**src/rtl/rhd_convert_sequencer.sv**
```systemverilog
// RHD2164 command sequencer: per trigger issues N CONVERTs plus two dummy READs through the
// SPI master and streams the pipelined A/B results as channel-tagged samples.
module rhd_convert_sequencer #(
   parameter int unsigned CS_SETUP_CLKS = 2,
   parameter int unsigned CS_HIGH_CLKS  = 8,
   parameter logic [15:0] DUMMY_CMD     = 16'hE800
) (
   input  logic        i_clk,
   input  logic        i_rst,
   input  logic        i_enable,
   input  logic        i_trig,
   input  logic [5:0]  i_num_ch,
   output logic        o_busy,
   output logic        o_frame_done,
   output logic        o_trig_miss,
   output logic        o_cs_n,
   output logic        o_spi_start,
   output logic [15:0] o_spi_din,
   input  logic        i_spi_done,
   input  logic [15:0] i_spi_dout_a,
   input  logic [15:0] i_spi_dout_b,
   output logic        o_valid,
   input  logic        i_ready,
   output logic [4:0]  o_chan,
   output logic [15:0] o_data_a,
   output logic [15:0] o_data_b,
   output logic        o_overflow
);

   typedef enum logic [2:0] {StIdle, StSetup, StStart, StWait, StHold} state_e;

   state_e      state_q, state_d;
   logic [5:0]  n_q, n_d;
   logic [5:0]  k_q, k_d;
   logic [7:0]  cnt_q, cnt_d;
   logic [15:0] din_q, din_d;
   logic        valid_q, valid_d;
   logic [4:0]  chan_q, chan_d;
   logic [15:0] data_a_q, data_a_d;
   logic [15:0] data_b_q, data_b_d;
   logic        overflow_q, overflow_d;
   logic        frame_done_q, frame_done_d;
   logic        trig_miss_q, trig_miss_d;
   logic [5:0]  n_clamped;
   logic        load;

   function automatic logic [15:0] cmd_for(input logic [5:0] k, input logic [5:0] n);
      if (k < n) begin
         return {2'b00, k, 8'h00};
      end
      return DUMMY_CMD;
   endfunction

   always_comb begin
      if (i_num_ch == 6'd0) begin
         n_clamped = 6'd1;
      end else if (i_num_ch > 6'd32) begin
         n_clamped = 6'd32;
      end else begin
         n_clamped = i_num_ch;
      end
   end

   always_comb begin
      state_d      = state_q;
      n_d          = n_q;
      k_d          = k_q;
      cnt_d        = cnt_q;
      din_d        = din_q;
      valid_d      = valid_q;
      chan_d       = chan_q;
      data_a_d     = data_a_q;
      data_b_d     = data_b_q;
      overflow_d   = overflow_q;
      frame_done_d = 1'b0;
      trig_miss_d  = i_trig & (state_q != StIdle);
      load         = 1'b0;

      if (valid_q && i_ready) begin
         valid_d = 1'b0;
      end

      case (state_q)
         StIdle: begin
            if (i_enable && i_trig && i_spi_done) begin
               n_d        = n_clamped;
               k_d        = 6'd0;
               cnt_d      = 8'd0;
               overflow_d = 1'b0;
               din_d      = cmd_for(6'd0, n_clamped);
               state_d    = StSetup;
            end
         end
         StSetup: begin
            if (cnt_q == 8'(CS_SETUP_CLKS - 1)) begin
               cnt_d   = 8'd0;
               state_d = StStart;
            end else begin
               cnt_d = cnt_q + 8'd1;
            end
         end
         StStart: begin
            cnt_d   = 8'd0;
            state_d = StWait;
         end
         StWait: begin
            // The master's done is still high from the previous transfer in the first cycle.
            if (cnt_q == 8'd0) begin
               cnt_d = 8'd1;
            end else if (i_spi_done) begin
               load    = (k_q >= 6'd2);
               cnt_d   = 8'd0;
               state_d = StHold;
            end
         end
         StHold: begin
            if (cnt_q == 8'(CS_HIGH_CLKS - 1)) begin
               cnt_d = 8'd0;
               if (k_q == n_q + 6'd1) begin
                  frame_done_d = 1'b1;
                  state_d      = StIdle;
               end else if (!i_enable) begin
                  state_d = StIdle;
               end else begin
                  k_d     = k_q + 6'd1;
                  din_d   = cmd_for(k_q + 6'd1, n_q);
                  state_d = StSetup;
               end
            end else begin
               cnt_d = cnt_q + 8'd1;
            end
         end
         default: state_d = StIdle;
      endcase

      // Results lag commands by two transfers.
      if (load) begin
         valid_d  = 1'b1;
         chan_d   = 5'(k_q - 6'd2);
         data_a_d = i_spi_dout_a;
         data_b_d = i_spi_dout_b;
         if (valid_q && !i_ready) begin
            overflow_d = 1'b1;
         end
      end
   end

   always_ff @(posedge i_clk or negedge i_rst) begin
      if (!i_rst) begin
         state_q      <= StIdle;
         n_q          <= 6'd0;
         k_q          <= 6'd0;
         cnt_q        <= 8'd0;
         din_q        <= 16'd0;
         valid_q      <= 1'b0;
         chan_q       <= 5'd0;
         data_a_q     <= 16'd0;
         data_b_q     <= 16'd0;
         overflow_q   <= 1'b0;
         frame_done_q <= 1'b0;
         trig_miss_q  <= 1'b0;
      end else begin
         state_q      <= state_d;
         n_q          <= n_d;
         k_q          <= k_d;
         cnt_q        <= cnt_d;
         din_q        <= din_d;
         valid_q      <= valid_d;
         chan_q       <= chan_d;
         data_a_q     <= data_a_d;
         data_b_q     <= data_b_d;
         overflow_q   <= overflow_d;
         frame_done_q <= frame_done_d;
         trig_miss_q  <= trig_miss_d;
      end
   end

   assign o_cs_n       = !((state_q == StSetup) || (state_q == StStart) || (state_q == StWait));
   assign o_spi_start  = (state_q == StStart);
   assign o_spi_din    = din_q;
   assign o_busy       = (state_q != StIdle);
   assign o_frame_done = frame_done_q;
   assign o_trig_miss  = trig_miss_q;
   assign o_valid      = valid_q;
   assign o_chan       = chan_q;
   assign o_data_a     = data_a_q;
   assign o_data_b     = data_b_q;
   assign o_overflow   = overflow_q;

endmodule

```
**config.mk**
```make
export PLATFORM = sky130hd
export DESIGN_NAME = rhd_convert_sequencer
export DESIGN_NICKNAME = d
export VERILOG_FILES = /design/src/rtl/rhd_convert_sequencer.sv
export SDC_FILE = /design/constraint.sdc
export NUM_CORES = 1
export LEC_CHECK = 0
export BUFFER_PORTS_ARGS = -buffer_cell sky130_fd_sc_hd__buf_2
export CAP_MARGIN = 10
export CORE_AREA = 2 2 113 115
export CTS_CLUSTER_DIAMETER = 50
export DETAILED_ROUTE_END_ITERATION = 8
export DIE_AREA = 0 0 115 117
export GPL_ROUTABILITY_DRIVEN = 0
export PLACE_DENSITY_LB_ADDON = 0.05
export SYNTH_ARGS = -nofsm -noshare
export SYNTH_HDL_FRONTEND = slang
export SYNTH_SLANG_ARGS = --single-unit
```
**constraint.sdc**
```tcl
create_clock -name i_clk -period 6 [get_ports i_clk]
set_input_delay 0.9 -clock i_clk [delete_from_list [all_inputs] [get_ports i_clk]]
set_output_delay 0.9 -clock i_clk [all_outputs]
set_load 0.03 [all_outputs]
```
==> reports/results.txt <==
Count of vias placed by the detailed router: 2634
Number of global-route vias before repair: 2611
Area share of the leading cell type in the synthesized netlist: 49.00%
Vias per inst: 4.654
Clk slew on worst S/H paths: 0.06 ns
Max-slew violations: 0
Post-synth top area cell: dfrtp_1
Worst slew pin tran: 0.9663 ns
Final worst-path setup slack: 3.592 ns
Overflow left after global routing: 0
Clk_skew: 0.004664 ns
Layout Cell Area excl Fill: 0.004516 mm2
Sequential share of power: 33.1%
Signal arrival time at the worst endpoint: 2.62 ns
Most frequent cells in the layout: buf_2 (94), dfrtp_1 (71), mux2_2 (30), nand2_1 (20), inv_1 (19)
Cells taking the most area after synthesis: dfrtp_1 (49%), mux2_2 (9.3%), ha_1 (4.8%), o2bb2ai_1 (2.7%), buf_4 (2.3%)
Growth of design area from synthesis to finish: 24.53%
PnR Total Power: 0.002270 W
Final routed DRC violation total: 0
Clock buffer count from CTS: 9
RSZ-0062 raised after global routing: no
Buffer depth of the longest clock path: 2
Worst-path fanout max: 39
Syn. warnings: 0
Initial detailed-routing violation count: 146
Max incr delay on CP: 0.48 ns
Number of antenna cells inserted: 0
Setup tns final: 0 ns
Kind of capture point of the worst setup path: flop
Largest net degree at the start of global routing: 72
Gate count of the mapped netlist: 320
Max-cap violation count: 0
Most used flip-flop cell after synthesis: dfrtp_1
Max Fclk: 415.2 MHz
Final Cycle Share: 40.14%
Number of sinks handled by clock tree synthesis: 71
Number of flops mapped to enable cells by yosys: 0
Most common cell after layout, fill and taps aside: buf_2
Int Power: 0.001365 W
Starting Density: 29.45%
Instance area after placement: 0.004173 mm2
Post-CTS Setup Repair Bufs: 0
Overall Global Routing Usage: 13.15%
Std-Cell Rows: 41
1st-pass router iterations: 4
Level count of the clock H-tree: 3
Die Wd: 115 um
DRT met1 WL: 3793 um
Post-layout nets: 469
Switch Pwr: 0.0009049 W
Mean routed wirelength per cell: 14.74 um
Met2 WL post-DR: 3987 um
Library cell contributing the largest single delay on the critical path: buf_4
Core region area: 0.01231 mm2
Wire length reported by the detailed router: 8344 um
Switching share of power: 39.87%
Chip Height: 117 um
Share of flip-flops with an asynchronous set or reset: 100.0%
Wire length of the first global-routing pass: 13500 um
Kind of critical path: reg2reg
Max IR drop VDD: 0.0002503 V
Latest clock arrival within the worst-skew pair: 0.33 ns
Data required, critical path: 6.22 ns
Number of hold-repair buffers added at the cts stage: 0
Proportion of layout cells with a drive suffix above 1: 37.26%
Clock tree from TritonCTS: done
Post-DRT Antenna Nets: 0
Avg Cell Area, Syn: 11.33 um2
Static leakage: 2.347 nW
Initial antenna violation count: 0
Number of instances resized during post-cts repair: 0
Top Layer Used: met4
Min Tclk post-route: 2.408 ns
Cell area after technology mapping: 0.003626 mm2
Fraction of the yosys area taken by sequential cells: 49.00%
Clock share of power: 26.7%
Number of buffers added on ports: 95
Endpoints failing hold: 0
Cell repeated most along the worst path: nand2_1
Run status: finished clean
Root cell of the clock tree: clkbuf_16
Power density cells: 502.7 mW/mm2
Tightest Hold Check Type: reg2reg
CP Cell Sequence: inv_1 > ha_1 > nor4b_2 > nand2_1 > nand2_1 > nor2_1 > o41ai_4 > buf_4 > mux2_2
Final-report setup violation count: 0
Final HPWL DP: 5846 um
Worst slew margin relative to its limit: 35.15%
I/O pins: 104
Post-synth cell types: 60
Die ar.: 0.01346 mm2
Combinational fraction of design power: 40.2%
Critical Path Start Type: flop
Setup slack at placement: 3.580 ns
Met3 wirelength from detailed routing: 487 um
Number of synthesized register bits: 71
[layout make-up]
class,count,area (um2)
repair buffers,96,485.5
inverters,19,71.32
flip-flops and latches,71,1777
clock inverters,4,76.32
multi-input cells,214,1652
fillers,1262,7796
well taps,150,187.7
clock buffers,12,266.5
[critical path, delay by kind of cell, from the launching register on]
family / cells / cell delay [ns]
compound gates: 1 / 0.06
fa+ha+maj: 1 / 0.14
buf+inv: 2 / 0.57
flops: 1 / 0.44
mux: 1 / 0.40
simple gates: 4 / 0.66
[logic make-up after synthesis]
family	count (synthesis)	synth area share, %
XOR/XNOR	15	3.623
adder cells (fa/ha/maj)	14	4.831
flip-flops	71	49.00
AND/OR/NAND/NOR	84	12.94
buffers and inverters	42	6.487
multiplexers	37	11.46
AO/OA/AOI/OAI	56	11.56
other	1	0.1034
[path summary, 6_finish.rpt]
check,slack [ns],cells past startpoint,start,to
min,0.48,1,o_spi_din[10],o_spi_din[10]
max,3.59,9,cnt_q[0],o_data_b[14]
min reg2reg,0.48,1,o_spi_din[10],o_spi_din[10]
max in group asynchronous,4.68,1,i_rst,cnt_q[1]
min in group asynchronous,0.69,1,i_rst,n_q[1]
max reg2reg,3.59,9,cnt_q[0],o_data_b[14]
[cell usage after synthesis (2+ instances only)]
cell and count:
o21ai_0 14, a21oi_1 5, nand2_1 20, nor3_1 5
and3_1 2, clkbuf_1 3, buf_6 4, xor2_1 9
or3_1 3, nand2b_1 7, and2_1 3, a21o_1 2
inv_1 19, buf_4 11, o2bb2ai_1 11, o31ai_1 5
buf_2 5, nor2b_1 7, xnor2_1 6, mux2_1 6
ha_1 14, nor2_1 12, dfrtp_1 71, nand3_1 9
nand4_1 3, mux2_2 30
[routing by layer]
metal / global-route usage, % / up-vias
met5: 0 / -
met4: 4.257 / 0
met3: 5.458 / 6
met2: 20.35 / 71
met1: 16.77 / 1266
li1: - / 1291
[power by group through the flow]
stage,Clock [W],Combinational (W),Sequential (W)
after floorplan,0,0.000459,0.000965
after global placement,0,0.000928,0.000756
after detailed placement,0,0.000924,0.000758
after CTS,0.000629,0.000927,0.000753
after global routing,0.000649,0.00100,0.000777
final,0.000606,0.000913,0.000751
[registers in the layout (all words and copies together), names as in the netlist]
signal        flops
o_overflow        1
o_trig_miss       1
cnt_q             8
o_spi_din         7
o_valid           1
state_q           3
o_data_a         16
o_frame_done      1
n_q               6
k_q               6
o_data_b         16
o_chan            5
[per-stage QoR]
stage / instances / hold WS [ns] / utilization, %
finish: 566 / 0.4828 / 36.68
CTS: 566 / 0.4904 / 36.68
floorplan: 327 / 0.4797 / -
global placement: 550 / 0.4624 / 33.89
global route: 566 / 0.5134 / 36.68
detailed placement: 550 / 0.4740 / 33.89
Note: power is estimated with default switching activity, not from simulation.
